## src/rtl/opcode_fetch.sv

```systemverilog
// Opcode prefetch: fetches 32-bit little-endian words into a byte queue and presents the head byte to the sequencer. Optional macro OPCODE_FETCH_BYPASS_EN.
// Latency: bytes are visible the cycle after fe__rvalid; with OPCODE_FETCH_BYPASS_EN a cold queue shows byte[skip] in the rvalid cycle.
// Backpressure: mc__more holds the head; a fetch is issued only with 4 free slots; one request outstanding; redirect stalls for one cycle.
module opcode_fetch #(
    parameter int                QDEPTH   = 8,
    parameter int                ADDR_W   = 24,
    parameter logic [ADDR_W-1:0] RESET_PC = '0
) (
    input  logic              clk,
    input  logic              rst_b,
    output logic              fe__req,
    output logic [ADDR_W-1:0] fe__addr,
    input  logic              fe__gnt,
    input  logic [31:0]       fe__rdata,
    input  logic              fe__rvalid,
    input  logic              br__redirect,
    input  logic [ADDR_W-1:0] br__target,
    input  logic              mc__more,
    output logic [7:0]        opcode,
    output logic [ADDR_W-1:0] op_pc,
    output logic              mc__stall
);
    localparam int PW = $clog2(QDEPTH);
    localparam int CW = PW + 1;

    typedef enum logic [1:0] {IDLE, REQ, WAIT, DRAIN} state_t;

    state_t            state, state_nxt;
    logic [7:0]        q [QDEPTH];
    logic [PW-1:0]     rd_ptr, wr_ptr;
    logic [CW-1:0]     count, count_nxt;
    logic [ADDR_W-1:0] fetch_addr, pc;
    logic [1:0]        skip;

    logic              empty, room, resp, bypass;
    logic              pop, pop_q, pop_byp;
    logic [2:0]        start, enq_n;
    logic [7:0]        resp_byte;
    logic [7:0]        wbyte [4];
    logic [1:0]        wsel [4];
    logic [3:0]        wen;

    assign room     = (count + CW'(4)) <= CW'(QDEPTH);
    assign fe__req  = (state == REQ);
    assign fe__addr = fetch_addr;
    assign op_pc    = pc;

    // Head presentation, stall, pop decision and which response bytes land in the queue.
    always_comb begin
        empty     = (count == '0);
        resp      = (state == WAIT) && fe__rvalid && !br__redirect;
        resp_byte = fe__rdata[{skip, 3'b000} +: 8];
`ifdef OPCODE_FETCH_BYPASS_EN
        bypass    = empty && (state == WAIT) && fe__rvalid;
`else
        bypass    = 1'b0;
`endif
        opcode    = bypass ? resp_byte : (empty ? 8'h00 : q[rd_ptr]);
        mc__stall = (empty && !bypass) || br__redirect;
        pop       = !mc__more && !mc__stall;
        pop_byp   = pop && bypass;
        pop_q     = pop && !bypass;
        // A bypassed pop consumes byte[skip] directly, so enqueue starts one byte later.
        start     = {1'b0, skip} + {2'b00, pop_byp};
        enq_n     = resp ? (3'd4 - start) : 3'd0;
        for (int i = 0; i < 4; i++) begin
            wsel[i]  = start[1:0] + 2'(i);
            wbyte[i] = fe__rdata[{wsel[i], 3'b000} +: 8];
            wen[i]   = (3'(i) < enq_n);
        end
        count_nxt = count + CW'(enq_n) - CW'(pop_q);
    end

    // Fetch FSM next state; redirect overrides the normal transitions.
    always_comb begin
        state_nxt = state;
        case (state)
            IDLE:    if (room)       state_nxt = REQ;
            REQ:     if (fe__gnt)    state_nxt = WAIT;
            WAIT:    if (fe__rvalid) state_nxt = IDLE;
            DRAIN:   if (fe__rvalid) state_nxt = IDLE;
            default:                 state_nxt = IDLE;
        endcase
        if (br__redirect) begin
            case (state)
                REQ:         state_nxt = fe__gnt ? DRAIN : IDLE;
                // A response arriving with the redirect is the pending one: nothing left to drain.
                WAIT, DRAIN: state_nxt = fe__rvalid ? IDLE : DRAIN;
                default:     state_nxt = IDLE;
            endcase
        end
    end

    // State register, queue pointers, fetch address, skip and opcode pc.
    always_ff @(posedge clk or negedge rst_b) begin
        if (!rst_b) begin
            state      <= IDLE;
            rd_ptr     <= '0;
            wr_ptr     <= '0;
            count      <= '0;
            fetch_addr <= {RESET_PC[ADDR_W-1:2], 2'b00};
            skip       <= RESET_PC[1:0];
            pc         <= RESET_PC;
        end else begin
            state <= state_nxt;
            if (br__redirect) begin
                rd_ptr     <= '0;
                wr_ptr     <= '0;
                count      <= '0;
                fetch_addr <= {br__target[ADDR_W-1:2], 2'b00};
                skip       <= br__target[1:0];
                pc         <= br__target;
            end else begin
                if (pop_q) rd_ptr <= rd_ptr + PW'(1);
                wr_ptr <= wr_ptr + PW'(enq_n);
                count  <= count_nxt;
                if (state == REQ && fe__gnt) fetch_addr <= fetch_addr + ADDR_W'(4);
                if (resp) skip <= 2'b00;
                if (pop)  pc   <= pc + ADDR_W'(1);
            end
        end
    end

    // Byte storage; no reset needed because count gates what is visible.
    always_ff @(posedge clk) begin
        for (int i = 0; i < 4; i++) begin
            if (wen[i]) q[wr_ptr + PW'(i)] <= wbyte[i];
        end
    end
endmodule
```

## config.mk

```make
export PLATFORM = sky130hd
export DESIGN_NAME = opcode_fetch
export DESIGN_NICKNAME = d
export VERILOG_FILES = /design/src/rtl/opcode_fetch.sv
export SDC_FILE = /design/constraint.sdc
export NUM_CORES = 1
export LEC_CHECK = 0
export ABC_CLOCK_PERIOD_IN_PS = 8400
export CORE_AREA = 2 2 132 134
export DETAILED_ROUTE_END_ITERATION = 8
export DIE_AREA = 0 0 134 136
export HOLD_SLACK_MARGIN = 0.03
export PLACE_DENSITY = 0.79
export SYNTH_ARGS = -nofsm -noshare
export SYNTH_HDL_FRONTEND = slang
export SYNTH_SLANG_ARGS = --single-unit
```

## constraint.sdc

```tcl
create_clock -name clk -period 8.4 [get_ports clk]
set_input_delay 1.68 -clock clk [delete_from_list [all_inputs] [get_ports clk]]
set_output_delay 1.68 -clock clk [all_outputs]
set_load 0.01 [all_outputs]
```

; Word level (Yosys, flattened, before mapping)
; Memories as Yosys holds them, arrays and structs flattened.
; Index checks and enable logic that the tools add are counted.
[totals]
regBits = 62
ram_bits = 64
input_bits = 62
out_inout_bits = 58
wordCells = 80
mem_count = 1
[mem_list]
columns = name, depth, word_bits, read_ports, rd_ports_with_merged_regs, write_ports, line
row1 = q, 8, 8, 1, 0, 4, 29  ; logic [7:0] q [QDEPTH];
[classes]
addsub = 14
magnitude_cmp = 5
n_eq_ne = 6
shifts = 4
muxes = 28
n_reduce_logical = 15
[ops]
columns = op, count
row1 = indexed part select 32 x 6 -> 8 bit, 4
row2 = two-way mux 24 bit, 4
row3 = adder 24 x 1 -> 24 bit (second input constant), 1
row4 = adder 24 x 3 -> 24 bit (second input constant), 1
row5 = two-way mux 2 bit, 8
row6 = two-way mux 3 bit, 4
row7 = two-way mux 1 bit, 8
row8 = two-way mux 8 bit, 1
row9 = adder 3 x 1 -> 3 bit (second input constant), 2
row10 = adder 3 x 2 -> 3 bit (second input constant), 2
row11 = < comparator 1 x 3 -> 1 bit (first input constant), 2
row12 = < comparator 2 x 3 -> 1 bit (first input constant), 2
row13 = != test 3 x 1 -> 1 bit (second input constant), 2
row14 = case mux 2 bit (3 select lines), 1
row15 = nonzero test 2 bit, 3
row16 = adder 2 bit (second input constant), 2
row17 = adder 4 x 3 -> 4 bit, 1
row18 = adder 4 x 3 -> 4 bit (second input constant), 1
row19 = == test 2 bit (second input constant), 2
row20 = less-or-equal comparator 4 bit (second input constant), 1
row21 = logical AND 1 bit, 4
row22 = zero test 4 bit, 1
row23 = two-way mux 4 bit, 1
row24 = case mux 2 bit (2 select lines), 1
row25 = 11 further kinds, 13

; Longest topological paths before layout
[depth]
word_depth = 7
mapped_depth = 16
ltp_nobuf = 10

; Worst setup path before layout
; No wires, ideal clock.
[synth_timing]
path_type = input-to-output
from = input port br__redirect
to = output port mc__stall
t_arrival_ns = 2.676
required_ns = 6.720
path_slack_ns = 4.044
stages = 5
path_buffers = 3
path_cell_list = buf_2 -> clkinv_1 -> clkbuf_1 -> buf_1 -> nand2_1
[synth_between]
elab_chain_len = 1
[synth_lines]
columns = element, line
row1 = "start, declared", 16  ; input logic br__redirect,
row2 = logical OR 1 bit, 59  ; mc__stall = (empty && !bypass) || br__redirect;
row3 = "end, declared", 21  ; output logic mc__stall
; Every way passes these cells.

; Worst setup path after layout
; Ends and elaborated chain as after synthesis.

==> impl_summary.txt <==
----------------------------------------------------
[Run status]
  Result of the run ... complete, no violations

[Global routing]
  Global-route usage over all layers ... 0.284
  Maximum number of pins on one net before global-route repair ... 61
  Total congestion overflow ... 0
  Number of antenna violations at the first check in global routing ... 0
  Global-route wire length before repair ... 40.6 mm
  Via count of the first global-routing pass ... 7407

[STA]
  Final sum of negative setup slack ... 0 ns
  RSZ-0062 raised after global routing ... no
  Headroom to the max-slew limit ... 0.205
  Total count of hold-check failures in the final report ... 0
  Max-slew violation count ... 0
  Crit share post-route ... 0.580
  Setup violation total in the final timing report ... 0
  Minimum clock period after layout ... 4.87 ns
  Worst-margin pin slew ... 1.18 ns
  Post-route clock skew ... 0.00892 ns
  Peak clock frequency supported by timing ... 205 MHz

[Detailed routing]
  Number of design rule violations left after detail routing ... 0
  Via density per instance ... 6.76
  Total via count after detailed routing ... 7955
  Total detailed-routing wirelength ... roughly 25 mm
  Antenna violation net count after detailed routing ... 0
  Iteration count of the initial detailed-routing pass ... 6
  DRC violation total after the first TritonRoute iteration ... 980
  Wire per inst ... 21.4 µm

[Power and ir drop]
  Switching power share of the total ... 0.343
  Internal portion of total power ... ~1500 µW
  Proportion of power drawn by combinational gates ... 0.371
  Leak ... 0.00382 µW
  Total power density per cell area ... 213 nW/µm²
  Fraction of power consumed by sequential logic ... 0.344
  Peak ir drop on the vdd network ... around 0.15 mV
  Clock Power Share ... 0.285
  Net switching power ... 800 µW

[CTS]
  H-Tree Level Count ... 4
  Number of clock sinks ... 124
  Number of clock buffers inserted by TritonCTS ... 17
  Deepest clock path buffer count ... 2
  CTS Root Buffer Type ... clkbuf_16
  Hold_buf cts ... 0
  Clock network latency to the later pin of the worst-skew pair ... between 0.4 and 0.5 ns
  Reg clk slew, reported paths ... 0.05 ns
  Post-CTS Repair Setup Buffers ... 0
  CTS resizes ... 0
  TritonCTS clock tree ... built

[Synth]
  Synthesized instance count ... ~850
  Synthesis Warnings ... 0
  Share of flip-flops with an asynchronous set or reset ... 0.484
  Number of register bits inferred by synthesis ... 124
  Number of enable flip-flop cells after synthesis ... 64
  Cell area after synthesis ... roughly 9000 µm²
  Post-synthesis average cell area ... between 10 and 15 µm²
  Main synth FF type ... edfxtp_1
  Unique masters post-synth ... 71
  Proportion of synthesized chip area in sequential cells ... 0.375

[Flow run]
  Max-cap violations ... 0

[Setup path]
  Nature of the critical path endpoint ... output port
  Reg-to-reg endpoint ... q[7][5]
  Setup crit start ... br__redirect
  Critical Path RT ... 6.72 ns
  Arrival time reported for the critical path endpoint ... 3.19 ns
  CP Max Fanout ... 50
  End point of the critical path ... mc__stall
  Slack of the worst reg-to-reg path ... 4.49 ns
  Origin of the critical flop-to-flop path ... wr_ptr[1]
  CP startpoint kind ... input port
  Reg2reg path depth ... 5
  Critical Setup Path Class ... in2out

[Layout]
  Number of filler cells placed in the layout ... approximately 1300
  Multi-input logic area ... 5360 µm²
  Area added between synthesis and finish ... 19.9%
  Diode insertion count for antenna repair ... 0
  Layout cell share with drive strength beyond 1 ... 0.147
  Register area ... 3420 µm²
  Post-route insts no fill ... 1176
  Number of nets in the layout ... 1016

[Placed design]
  I/O Buffers ... between 100 and 150
  Placed Cells ... 1145
  Final HPWL DP ... 18.3 mm
  Final weighted congestion in routability-driven placement ... 0.941

[Min path]
  Type of the most critical hold path ... reg2reg

[Floorplanning]
  Horizontal extent of the die ... approximately 130 µm
  Starting utilization of the core area ... 0.541
  Cell row count ... 48
  Die height ... 136 µm
  IO Pins ... 120
  Area of the die ... 18200 µm²
  Core Footprint ... 16900 µm²

----------------------------------------------------
-- Yosys cell counts (16+ instances only) --
cell      count  area, µm²
a221oi_1     39        342
a211oi_1     16        120
a21oi_1      20        100
mux2_2       26        293
o21ai_0      21        105
nand3_1      26        130
nand4_1      18        113
nor4_1       20        125
mux2i_1      74        741
nor2_1       86        323
clkbuf_1     30        113
inv_1        24       90.1
nand2_1      32        120
edfxtp_1     64       1920
xnor2_1      22        193
dfrtp_1      60       1500
mux4_2       40        901
nor3_1       18       90.1
-- stage by stage --
| step | power [µW] | util | instance area, µm² | setup WS, ns | hold WS [ns] |
|---|---|---|---|---|---|
| 3_5_place_dp | 1660 | 0.617 | 10400 | 3.49 | 0.589 |
| 6_report | 2330 | 0.649 | 10900 | 3.53 | 0.606 |
| 4_1_cts | 2320 | 0.649 | 10900 | 3.50 | 0.599 |
| 5_1_grt | 2440 | 0.649 | 10900 | 3.34 | 0.639 |
| 2_1_floorplan | 1360 | - | 9130 | 4.04 | 0.557 |
| 3_3_place_gp | 1640 | 0.617 | 10400 | 3.53 | 0.588 |
-- metal layers --
layer / GRT usage / share of wire
met3: 0.0470 / 0.091
met2: 0.435 / 0.46
met4: 0.102 / 0.022
met1: 0.409 / 0.42
met5: 0 / 0
-- how the worst min path moves through the flow --
stage	start	to	slack, ns	cells after the start
final	op_pc[17]	op_pc[17]	0.61	1
after floorplan	rd_ptr[1]	rd_ptr[1]	0.56	3
after global placement	op_pc[14]	op_pc[14]	0.59	2
after global routing	op_pc[14]	op_pc[14]	0.64	2
after detailed placement	op_pc[17]	op_pc[17]	0.59	1
after CTS	op_pc[17]	op_pc[17]	0.60	1
-- cell usage in the layout (no fill, tap or decap), drive strengths merged, types with 8 or more instances in the layout --
cell,n
a31oi,12
mux4,40
nand4,19
o21ai,21
mux2i,74
buf,15
o22ai,9
a21oi,21
ha,13
nor2,86
nand2,32
xor2,10
clkbuf,24
inv,26
o31a,8
xnor2,22
o2bb2ai,8
a221oi,40
dfrtp,60
clkdlybuf4s50,115
o41a,9
or4,9
mux2,26
nor3,25
nor4,26
nand3,26
a211oi,16
edfxtp,64
-- cell families (layout without fill, tap and decap cells) --
logic type                 count (synthesis)  after routing  share of synthesized area
and+or+nand+nor                          268            268                      0.164
xor gates and xnor gates                  32             32                     0.0307
AOI/OAI and AO/OA                        184            184                      0.155
adders and majority gates                 15             15                     0.0222
DFF                                      124            124                      0.375
buffers and inverters                     84            186                     0.0411
muxes                                    140            140                      0.212
other                                      1              2                   0.000411
-- state kept, by name, summed over array words and instances, names as in the netlist --
| register | cells |
|---|---|
| fe__addr | 22 |
| state | 2 |
| wr_ptr | 3 |
| skip | 2 |
| rd_ptr | 3 |
| count | 4 |
| q | 64 |
| op_pc | 24 |
-- worst max-delay path: stages --
cell and delay, ns:
buf_2 0.66, clkinv_1 0.22, nand2_1 0.10, clkdlybuf4s50_1 0.53
-- power groups by stage --
stage	Sequential, µW	Combinational (µW)	Clock, µW
finish	801	865	664
global route	812	936	695
CTS	801	857	665
detailed placement	812	852	0
global placement	808	832	0
floorplan	768	592	0
-- area by class of cell --
cell class	count	share of cell area
clock inverter	7	0.00377
tap	225	0.0257
multi-input combinational	641	0.489
sequential	124	0.313
timing repair buffer	130	0.115
clock buffer	24	0.0449
inverter	25	0.00857
Note: power is estimated with default switching activity, not from simulation.
